`config.mk`:
```
export PLATFORM = sky130hd
export DESIGN_NAME = nibble_serial_adder
export DESIGN_NICKNAME = d
export VERILOG_FILES = /design/src/rtl/nibble_serial_adder_pkg.sv /design/src/rtl/rca_4bit.sv /design/src/rtl/nibble_serial_adder.sv
export SDC_FILE = /design/constraint.sdc
export NUM_CORES = 1
export LEC_CHECK = 0
export ABC_AREA = 1
export BUFFER_PORTS_ARGS = -buffer_cell sky130_fd_sc_hd__buf_2
export CAP_MARGIN = 25
export CORE_MARGIN = 4
export CORE_UTILIZATION = 56
export DETAILED_ROUTE_END_ITERATION = 12
export PLACE_DENSITY = 0.77
export SLEW_MARGIN = 40
export SYNTH_ARGS = -nofsm -noshare
export SYNTH_HDL_FRONTEND = slang
export SYNTH_HIERARCHICAL = 1
export SYNTH_SLANG_ARGS = --single-unit
```
`constraint.sdc`:
```
create_clock -name clk -period 4 [get_ports clk]
set_clock_uncertainty 0.1 [all_clocks]
set_input_delay 0.4 -clock clk [delete_from_list [all_inputs] [get_ports clk]]
set_output_delay 0.4 -clock clk [all_outputs]
set_load 0.01 [all_outputs]
```
`src/rtl/nibble_serial_adder_pkg.sv`:
```
// Shared types and constants for the nibble-serial adder/subtractor.
package nibble_serial_adder_pkg;

    typedef enum logic [1:0] {
        IDLE = 2'd0,
        RUN  = 2'd1,
        DONE = 2'd2
    } state_t;

    localparam int unsigned NIB_W = 4;

    // Index register width for a given nibble count; never narrower than one bit.
    function automatic int unsigned idx_width(input int unsigned nib);
        return (nib > 1) ? $clog2(nib) : 1;
    endfunction

endpackage

```
`src/rtl/rca_4bit.sv`:
```
// Existing 4-bit ripple-carry adder used as the shared nibble datapath.
module rca_4bit (
    input  logic [3:0] a,
    input  logic [3:0] b,
    input  logic       cin,
    output logic [3:0] sum,
    output logic       cout
);

    logic [4:0] c;

    assign c[0] = cin;

    for (genvar i = 0; i < 4; i++) begin : g_bit
        assign sum[i]   = a[i] ^ b[i] ^ c[i];
        assign c[i + 1] = (a[i] & b[i]) | (c[i] & (a[i] ^ b[i]));
    end

    assign cout = c[4];

endmodule

```
`src/rtl/nibble_serial_adder.sv`:
```
// WIDTH-bit add/sub that steps operand nibbles through one rca_4bit,
// carrying between nibbles in a register; result published only when complete.
module nibble_serial_adder
    import nibble_serial_adder_pkg::*;
#(
    parameter int unsigned WIDTH = 16
) (
    input  logic             clk,
    input  logic             rst_n,
    input  logic             start,
    input  logic             sub,
    input  logic [WIDTH-1:0] a,
    input  logic [WIDTH-1:0] b,
    input  logic             cin,
    output logic             busy,
    output logic             done,
    output logic [WIDTH-1:0] sum,
    output logic             cout,
    output logic             overflow
);

    localparam int unsigned NIB   = WIDTH / NIB_W;
    localparam int unsigned IDX_W = idx_width(NIB);
    localparam logic [IDX_W-1:0] IDX_LAST = IDX_W'(NIB - 1);

    state_t             state;
    state_t             state_next;
    logic               busy_d;
    logic               done_d;

    logic [WIDTH-1:0]   a_lat;
    logic [WIDTH-1:0]   b_eff;
    logic [WIDTH-1:0]   acc;
    logic               c_reg;
    logic [IDX_W-1:0]   idx;

    logic [NIB_W-1:0]   nib_a;
    logic [NIB_W-1:0]   nib_b;
    logic [NIB_W-1:0]   nib_sum;
    logic               nib_cout;
    logic [WIDTH-1:0]   result;
    logic               last;

    // Current nibble selected by shifting the latched operands down by 4*idx.
    assign nib_a  = NIB_W'(a_lat >> {idx, 2'b00});
    assign nib_b  = NIB_W'(b_eff >> {idx, 2'b00});
    assign result = acc | (WIDTH'(nib_sum) << {idx, 2'b00});
    assign last   = (idx == IDX_LAST);

    rca_4bit u_rca (
        .a    (nib_a),
        .b    (nib_b),
        .cin  (c_reg),
        .sum  (nib_sum),
        .cout (nib_cout)
    );

    // State register.
    always_ff @(posedge clk or negedge rst_n) begin
        if (!rst_n) begin
            state <= IDLE;
        end else begin
            state <= state_next;
        end
    end

    // Next-state logic.
    always_comb begin
        state_next = state;
        unique case (state)
            IDLE:    if (start) state_next = RUN;
            RUN:     if (last)  state_next = DONE;
            DONE:    state_next = IDLE;
            default: state_next = IDLE;
        endcase
    end

    // Status outputs decoded from the upcoming state, then registered.
    always_comb begin
        busy_d = 1'b0;
        done_d = 1'b0;
        if (state_next == RUN)  busy_d = 1'b1;
        if (state_next == DONE) done_d = 1'b1;
    end

    // Operand capture, nibble accumulation and result publication.
    always_ff @(posedge clk or negedge rst_n) begin
        if (!rst_n) begin
            busy     <= 1'b0;
            done     <= 1'b0;
            a_lat    <= '0;
            b_eff    <= '0;
            acc      <= '0;
            c_reg    <= 1'b0;
            idx      <= '0;
            sum      <= '0;
            cout     <= 1'b0;
            overflow <= 1'b0;
        end else begin
            busy <= busy_d;
            done <= done_d;
            if (state == IDLE && start) begin
                a_lat <= a;
                b_eff <= sub ? ~b : b;
                c_reg <= sub | cin;
                acc   <= '0;
                idx   <= '0;
            end else if (state == RUN) begin
                acc   <= result;
                c_reg <= nib_cout;
                idx   <= last ? '0 : idx + IDX_W'(1);
                if (last) begin
                    sum      <= result;
                    cout     <= nib_cout;
                    overflow <= (a_lat[WIDTH-1] == b_eff[WIDTH-1]) &&
                                (result[WIDTH-1] != a_lat[WIDTH-1]);
                end
            end
        end
    end

endmodule

```
==> flow_summary.ini, run 1 <==
[placement]
dp_slack_ps = 765
io_buffer_count = 56
hpwl_um = 5100
gp_congestion = 0.843

[synthesis]
synth_warnings = 6
synth_flop_cell = dfrtp_1
syn_avg_cell_area_um2 = 8.74
yosysTopAreaCell = dfrtp_1
ys_types = 29
ys_top_cells_by_count = nand2_1, dfrtp_1, o21ai_0
synthTopCellsByArea = dfrtp_1, nand2_1, o21ai_0
syn_area_mm2 = 0.00353
ys_seq_area_frac = 0.518
synthArstFlopShare = 1.00
ys_seq_elements = 73
mappedNetlistNets = 446
syn_inst = 404
synth_top_area_share = 0.518
synth_edf_count = 0
yosysMostFrequentCell = nand2_1

[routing]
drc_errors = 0
finalWirelength_um = 7140
first_iter_violations = 131
viasPerCell = 5.07
vias = 2712
dr.pass1.iters = 4
wl_per_cell_um = 13.3
drtAntennaViolNets = 0

[cts]
cts_root_buf = clkbuf_8
cts_tree = built
htree_levels = 3
cts_inserted_buffers = 9
cts.sinks = 73
clockBufferDepth = 2
post_cts.repair.setup_buffers = 0
clk_pin_slew_ps = 80
insertion_delay_ps = 340

[worst_setup_path]
worstPathArrival_ps = 3420
crit_path_end_kind = flop
crit_required_ps = 4180
reg2reg_slack_ps = 760
path_class = reg2reg
worstPathMaxFanout = 16
critPathLaunchType = flop

[run]
drv_cap = 0

[cells_and_area]
n_antenna_cell = 0
nets = 497
drive_gt1_frac = 0.220
area_growth_syn_to_layout_pct = 12.1
final_util = 0.656

[sta]
worst_slack_ps = 758
slew_headroom = 0.603
max_freq_mhz = 308
hold_ws_ps = 142
tightest_slew_ps = 589
min_period_over_period = 0.811
rsz0062_at_grt = false
hold_viol = 0
setup-violations-final = 0
drv_slew = 0
fin_crit_ps = 3240
finalSetupTns_ps = 0

[global_routing]
grt_pass1_wl_um = 12500
grt_pass1_vias = 2733
grtUsageTotal = 0.211
grt_max_degree = 49
grt_overflow = 0
antenna_found_initial = 0

[floorplanning]
num_rows = 28
die_x_um = 87.4
core_area_mm2 = 0.00603
die_y_um = 87.4
start_util = 0.586
io_pins = 57
dieArea_mm2 = 0.00764

[power]
p_seq_frac = 0.362
p_sw_w = 0.00150
power_density_mw_per_mm2 = 858
clkPwrFrac = 0.155
vdd_drop_max_v = 0.000474
p_int_w = 0.00189
p_leak_nw = 2.07
p_comb_frac = 0.483
swShare = 0.443

[worst_hold_path]
hold_path_class = in2reg

[run_status]
outcome = finished, final reports clean
## power by group through the flow
stage	Clock [W]	Combinational [W]	Sequential (W)
after global routing	0.000562	0.00192	0.00127
final	0.000525	0.00164	0.00123
after global placement	0	0.00158	0.00124
after floorplan	0	0.00126	0.00122
after detailed placement	0	0.00165	0.00124
after CTS	0.000539	0.00165	0.00123
## cell families after synthesis
group	share of synthesized area
buf+inv	0.0943
compound gates	0.119
flops	0.518
simple gates	0.203
fa+ha+maj	0.0262
xor+xnor	0.0397
## routing by layer
metal	global-route usage	vias up	share of wire
li1	-	1359	-
met1	0.279	1276	0.45
met2	0.348	64	0.48
met3	0.0360	13	0.052
met4	0.0809	0	0.017
met5	0	-	0
## area by class of cell
class,instances,area (um^2)
repair buffers,61,323
clock inverters,5,30.0
inverters,40,153
flip-flops and latches,73,1830
multi-input cells,270,1380
well taps,75,93.8
fillers,543,2070
clock buffers,11,151
## cell usage in the layout, fill, tap and decap left out, types with 3 or more instances in the layout
cell      instances
nand2_1         136
nand3_1           5
clkinv_2          3
fa_1              4
dfrtp_1          73
o21ai_2           7
xnor2_1          16
and3_1            3
buf_2            55
nor2_1           21
o21bai_1          4
inv_1            33
o21ai_0          41
clkbuf_8         11
nor2_2            7
o22ai_1           8
buf_4             5
inv_2             6
o21ai_1           9
## critical path: stages, from the launching register on
cell and delay [ps]:
dfrtp_1 470, buf_4 220, o21ai_0 180, o22ai_1 120, fa_1 430, inv_1 80, fa_1 160, inv_1 50
fa_1 350, inv_1 70, fa_1 400, inv_1 110, nand2_1 80, o21ai_0 220, inv_1 80, nor2_2 70
## worst paths after layout
kind / startpoint / end / cells after the start
setup / recovery: idx[0] / acc[3] / 15
hold / removal: a[11] / a_lat[11] / 3
setup reg to reg: idx[0] / acc[3] / 15
hold reg to reg: sum[4] / sum[4] / 2
max in group asynchronous: rst_n / b_eff[3] / 3
min in group asynchronous: rst_n / sum[13] / 2
## metrics by stage
| step | std cells | total power, W | cell area [um^2] |
|---|---|---|---|
| after floorplan | 404 | 0.00249 | 3530 |
| after CTS | 535 | 0.00342 | 3950 |
| after global routing | 535 | 0.00375 | 3960 |
| after global placement | 518 | 0.00281 | 3750 |
| final | 535 | 0.00339 | 3960 |
| after detailed placement | 518 | 0.00289 | 3760 |
## timing repair
| action | CTS | global route |
|---|---|---|
| resized for setup | 0 | 0 |
| hold buffers | 1 | 0 |
| endpoints found under the hold margin | 47 | 0 |
(Power assumes the default switching activity.)
==> run 2: changes to the inputs <==
- ABC_AREA: 1 -> 0
- CORE_UTILIZATION: 56 -> 55
- clock period: 4 -> 3.4 ns (I/O delays scaled with it)
==> run 2 against run 1 <==
Compared with the run above:
- die area decreased by 5.1%
- clock-buffer cell count is 3 higher
- register-to-register slack worse by 610 ps
- maximum frequency decreased by 0.20%
- largest power group unchanged
- worst hold slack got worse by 69 ps
- via count decreased by 13%
- synthesized cell count down 20%
- synthesized area fell by 7.3%
- critical path type unchanged
- non-clock buffer count rose by 9
- core utilization is 2.5 points higher
- first-iteration DRC count decreased by 3.8%
==> flow_summary.ini, run 2 <==
[run_status]
outcome = finished, final reports clean

[routing]
viasPerCell = 5.16
drc_errors = 0
finalWirelength_um = 6640
vias = 2355
dr.pass1.iters = 5
first_iter_violations = 126
wl_per_cell_um = 14.6
drtAntennaViolNets = 0

[cells_and_area]
layout_common_cells = nand2_1, dfrtp_1, buf_2
n_fill_cell = 462
area_growth_syn_to_layout_pct = 17.5
drive_gt1_frac = 0.266
final_util = 0.681
nets = 421
n_antenna_cell = 0
layout_commonest_cell = nand2_1

[synthesis]
synth_warnings = 6
syn_inst = 322
synth_edf_count = 0
ys_types = 27
ys_seq_area_frac = 0.559
yosysMostFrequentCell = nand2_1
synthTopCellsByArea = dfrtp_1, nand2_1, mux4_2
yosysTopAreaCell = dfrtp_1
mappedNetlistNets = 364
synth-compound-area-share = 0.116
syn_avg_cell_area_um2 = 10.2
synth_flop_cell = dfrtp_1
synthMuxAreaShare = 0.0585
ys_top_cells_by_count = nand2_1, dfrtp_1, o21ai_0
ys_seq_elements = 73
yosys.area_share.adder = 0.0283
synthArstFlopShare = 1.00
synth_top_family_by_area = simple AND/OR/NAND/NOR gates
synth_top_area_share = 0.559
syn_area_mm2 = 0.00327
synth_xor_area_frac = 0.0428
yosys.area_share.simple = 0.141

[worst_setup_path]
worstPathMaxFanout = 5
path_class = reg2reg
crit_required_ps = 3570
crit_path_end_kind = flop
critPathLaunchType = flop
worstPathArrival_ps = 3420
reg2reg_depth = 12

[run]
drv_cap = 0

[global_routing]
antenna_found_initial = 0
grt_max_degree = 41
grt_overflow = 0
grt_pass1_vias = 2351
grt_pass1_wl_um = 11100
grtUsageTotal = 0.196

[floorplanning]
num_rows = 27
dieArea_mm2 = 0.00724
io_pins = 57
die_x_um = 85.1
die_y_um = 85.1
start_util = 0.580
core_area_mm2 = 0.00564

[cts]
htree_levels = 3
clockBufferDepth = 2
cts.sinks = 73
cts_inserted_buffers = 9
clk_pin_slew_ps = 80
cts_tree = built
cts_root_buf = clkbuf_8
insertion_delay_ps = 350

[worst_hold_path]
holdPathStages = 3
hold_path_class = in2reg

[sta]
drv_slew = 0
hold_ws_ps = 73.2
max_freq_mhz = 308
slew_headroom = 0.496
tightest_slew_ps = 752
min_period_over_period = 0.955
hold_viol = 0
setup-violations-final = 0
fin_crit_ps = 3250

[placement]
gp_congestion = 0.807
io_buffer_count = 56
hpwl_um = 4580

[power]
p_leak_nw = 1.90
power_density_mw_per_mm2 = 1100
total_power_w = 0.00424
vdd_drop_max_v = 0.000569
==> run 2: cell type report <==
class	instances	area, um^2	area share
Clock buffer	14	173	0.0449
Inverter	12	45.0	0.0117
Sequential cell	73	1830	0.476
Multi-Input combinational cell	213	1290	0.336
Timing Repair Buffer	70	403	0.105
Tap cell	72	90.1	0.0234
Clock inverter	2	12.5	0.00326
==> run 2: report_power, final <==
group	switching [W]	internal [W]	leakage, nW	total [W]
clock	0.000315	0.000325	0.0927	0.000639
sequential	0.000237	0.00126	0.922	0.00150
combinational	0.00124	0.000860	0.886	0.00210
==> run 2: logic make-up after synthesis <==
family / after synthesis
simple gates: 113
flops: 73
compound gates: 70
buf+inv: 36
xor+xnor: 16
mux: 9
fa+ha+maj: 5
==> run 2: path summary, 6_finish.rpt <==
| kind | startpoint | slack (ps) | to |
|---|---|---|---|
| worst min-delay path | a[5] | 70 | a_lat[5] |
| min in group asynchronous | rst_n | 380 | acc[0] |
| max in group asynchronous | rst_n | 2270 | b_eff[2] |
| worst min register to register | sum[5] | 380 | sum[5] |
| worst max-delay path | idx[0] | 150 | overflow |
| worst max register to register | idx[0] | 150 | overflow |
==> run 2: timing repair <==
action                                  in CTS  in global routing
resized for setup                            0                  3
endpoints found under the setup margin       0                  1
setup buffers                                0                  3
hold buffers                                 1                  0
endpoints found under the hold margin       33                  0
==> run 2: critical path: stages, from the launching register on <==
cell	delay, ps
dfrtp_2	420
mux4_2	530
fa_2	350
inv_1	70
fa_1	160
inv_1	50
fa_2	340
inv_2	70
fa_1	420
inv_2	90
a31oi_4	90
or3_1	340
a2bb2oi_2	140
==> run 2: metal layers <==
layer,GRT usage,part of all wire
met5,0,0
met4,0.0748,0.012
met3,0.0524,0.060
met2,0.294,0.48
met1,0.273,0.45
==> run 2: metrics by stage <==
| step | TNS (ps) | setup slack [ps] | instances | instance area (um^2) |
|---|---|---|---|---|
| finish | 0 | 152 | 456 | 3840 |
| global route | -44.2 | -44.2 | 456 | 3840 |
| CTS | 0 | 79.5 | 453 | 3810 |
| detailed placement | 0 | 85.4 | 436 | 3610 |
| global placement | 0 | 178 | 436 | 3610 |
| floorplan | 0 | 24.9 | 322 | 3290 |
==> run 3: changes to the inputs <==
- CORE_UTILIZATION: 55 -> 56
- PLACE_DENSITY: 0.77 -> 0.78
- SYNTH_HIERARCHICAL: 1 -> unset
==> run 3 against run 2 <==
Compared with the run above:
- first-iteration DRC count decreased by 29%
- critical path depth down 2
- highest routed layer unchanged
- largest power group unchanged
- non-clock buffer count fell by 4
- design area shrank 0.81%
- worst hold slack improved by 14 ps
- critical endpoint unchanged
- register-to-register slack better by 130 ps
- die area about the same
==> flow_summary.ini, run 3 <==
[run_status]
outcome = finished, final reports clean

[synthesis]
synthTopCellsByArea = dfrtp_1, nand2_1, mux4_2
yosysTopAreaCell = dfrtp_1
synth_top_area_share = 0.549
yosysMostFrequentCell = nand2_1
ys_top_cells_by_count = nand2_1, dfrtp_1, o21ai_0
mappedNetlistNets = 359
ys_seq_elements = 73
ys_seq_area_frac = 0.549
synth_edf_count = 0
syn_area_mm2 = 0.00333
synth_warnings = 0
ys_types = 30
syn_inst = 317
synthArstFlopShare = 1.00
syn_avg_cell_area_um2 = 10.5
synth_flop_cell = dfrtp_1

[worst_setup_path]
reg2reg_slack_ps = 280
reg2reg_depth = 10
cpLargestDelayFamily = adder cells
crit_path_frequent_cell = fa_1
worstPathMaxFanout = 10
rr_endpoint = overflow
crit_chain = buf_4, mux4_2, inv_1, fa_1, inv_1, fa_1, fa_1, a31oi_1, or3_1, a2bb2oi_1
critical_path_cell_count = 10
path_class = reg2reg
crit_required_ps = 3560
max_stage_delay_ps = 520
path_buf_inv = 3
worstPathArrival_ps = 3280
critPathLaunchType = flop
slowest_stage = mux4_2
crit_path_end_kind = flop
reg2reg_from = idx[0]
critPathLaunch = idx[0]

[power]
power_density_mw_per_mm2 = 1060
vdd_drop_max_v = 0.000570
p_leak_nw = 1.88

[sta]
finalSetupTns_ps = 0
min_period_over_period = 0.917
drv_slew = 0
hold_ws_ps = 87.0
worst_slack_ps = 281
tightest_slew_ps = 726
slew_headroom = 0.515
max_freq_mhz = 321
hold_viol = 0
rsz0062_at_grt = false
setup-violations-final = 0
fin_crit_ps = 3120

[floorplanning]
die_y_um = 85.1
io_pins = 57
start_util = 0.590
dieArea_mm2 = 0.00724
core_area_mm2 = 0.00564
die_x_um = 85.1
num_rows = 27

[cts]
clk_pin_slew_ps = 70
cts_tree = built
cts_root_buf = clkbuf_8
clockBufferDepth = 2
post_cts.repair.setup_buffers = 0
htree_levels = 3
cts.sinks = 73
insertion_delay_ps = 340
cts_inserted_buffers = 9

[cells_and_area]
multi_input_area_mm2 = 0.00132
nets = 413
regArea_mm2 = 0.00183
post-route-cell-area_mm2 = 0.00381
layout_common_cells = nand2_1, dfrtp_1, buf_2
area_growth_syn_to_layout_pct = 14.6
instances_no_fill = 448
n_fill_cell = 438
layout_commonest_cell = nand2_1
n_antenna_cell = 0
drive_gt1_frac = 0.271

[placement]
io_buffer_count = 56
postPlaceCellArea_mm2 = 0.00362
hpwl_um = 4260
gp_congestion = 0.791
dp_slack_ps = 235
dp_cells = 430

[global_routing]
use_met2 = 0.282
grtUsageTotal = 0.188
grt_overflow = 0
grt_pass1_vias = 2295
grt_max_degree = 59
grt_pass1_wl_um = 10800
gr-usage-met3 = 0.0515
antenna_found_initial = 0
grt_use_met1 = 0.255
busiest_layer = met2

[routing]
vias = 2358
drtAntennaViolNets = 0
dr.pass1.iters = 5
wl_per_cell_um = 13.7
viasPerCell = 5.26
drc_errors = 0
finalWirelength_um = 6150
first_iter_violations = 90

[run]
drv_cap = 0

[worst_hold_path]
holdPathEnd = a_lat[5]
holdPathStages = 3
hold_path_class = in2reg
hold_start = a[5]
run 3: changes by cell type in the layout (fill, tap and decap cells not counted), moves of 3 or more:
cell	delta
a41oi_1	+3
o21ai_1	-11
o21ai_2	+10
a21oi_1	-3
buf_4	-5
run 3: cells by family after synthesis:
group	share of synthesized area
compound gates	0.131
xor+xnor	0.0421
fa+ha+maj	0.0278
buf+inv	0.0564
flops	0.549
mux	0.0575
simple gates	0.136
run 3: final cells by class:
class,instances,area share
Sequential cell,73,0.479
Inverter,10,0.00985
Tap cell,72,0.0236
Clock inverter,3,0.00394
Timing Repair Buffer,66,0.0948
Clock buffer,13,0.0417
Multi-Input combinational cell,211,0.347
run 3: routing by layer:
metal  vias up  part of all wire
li1       1177                 -
met1      1103              0.45
met2        65              0.47
met3        13             0.054
met4         0             0.026
met5         -                 0
run 3: timing repair:
action | in CTS | in global routing
gates resized for setup | 0 | 1
setup endpoints to repair | 0 | 1
hold endpoints to repair | 15 | 0
hold buffers | 1 | 0
run 3: worst max path at each step:
stage                    end
global placement    overflow
global route        overflow
floorplan           overflow
detailed placement  overflow
finish              overflow
CTS                 overflow
run 3: power by group:
group / leakage [nW] / switching, W / internal [W]
Combinational: 0.865 / 0.00117 / 0.000796
Clock: 0.0932 / 0.000297 / 0.000302
Sequential: 0.922 / 0.000217 / 0.00126
run 3: worst register-to-register path, stage by stage (launching register included):
cell	delay (ps)
dfrtp_2	400
buf_4	210
mux4_2	520
inv_1	90
fa_1	160
inv_1	50
fa_1	380
fa_1	520
a31oi_1	140
or3_1	330
a2bb2oi_1	150
run 3: per-stage QoR:
step                utilization  power, W
floorplan                     -   0.00292
global placement          0.640   0.00342
CTS                       0.674   0.00407
detailed placement        0.641   0.00346
finish                    0.676   0.00404
global route              0.676   0.00444
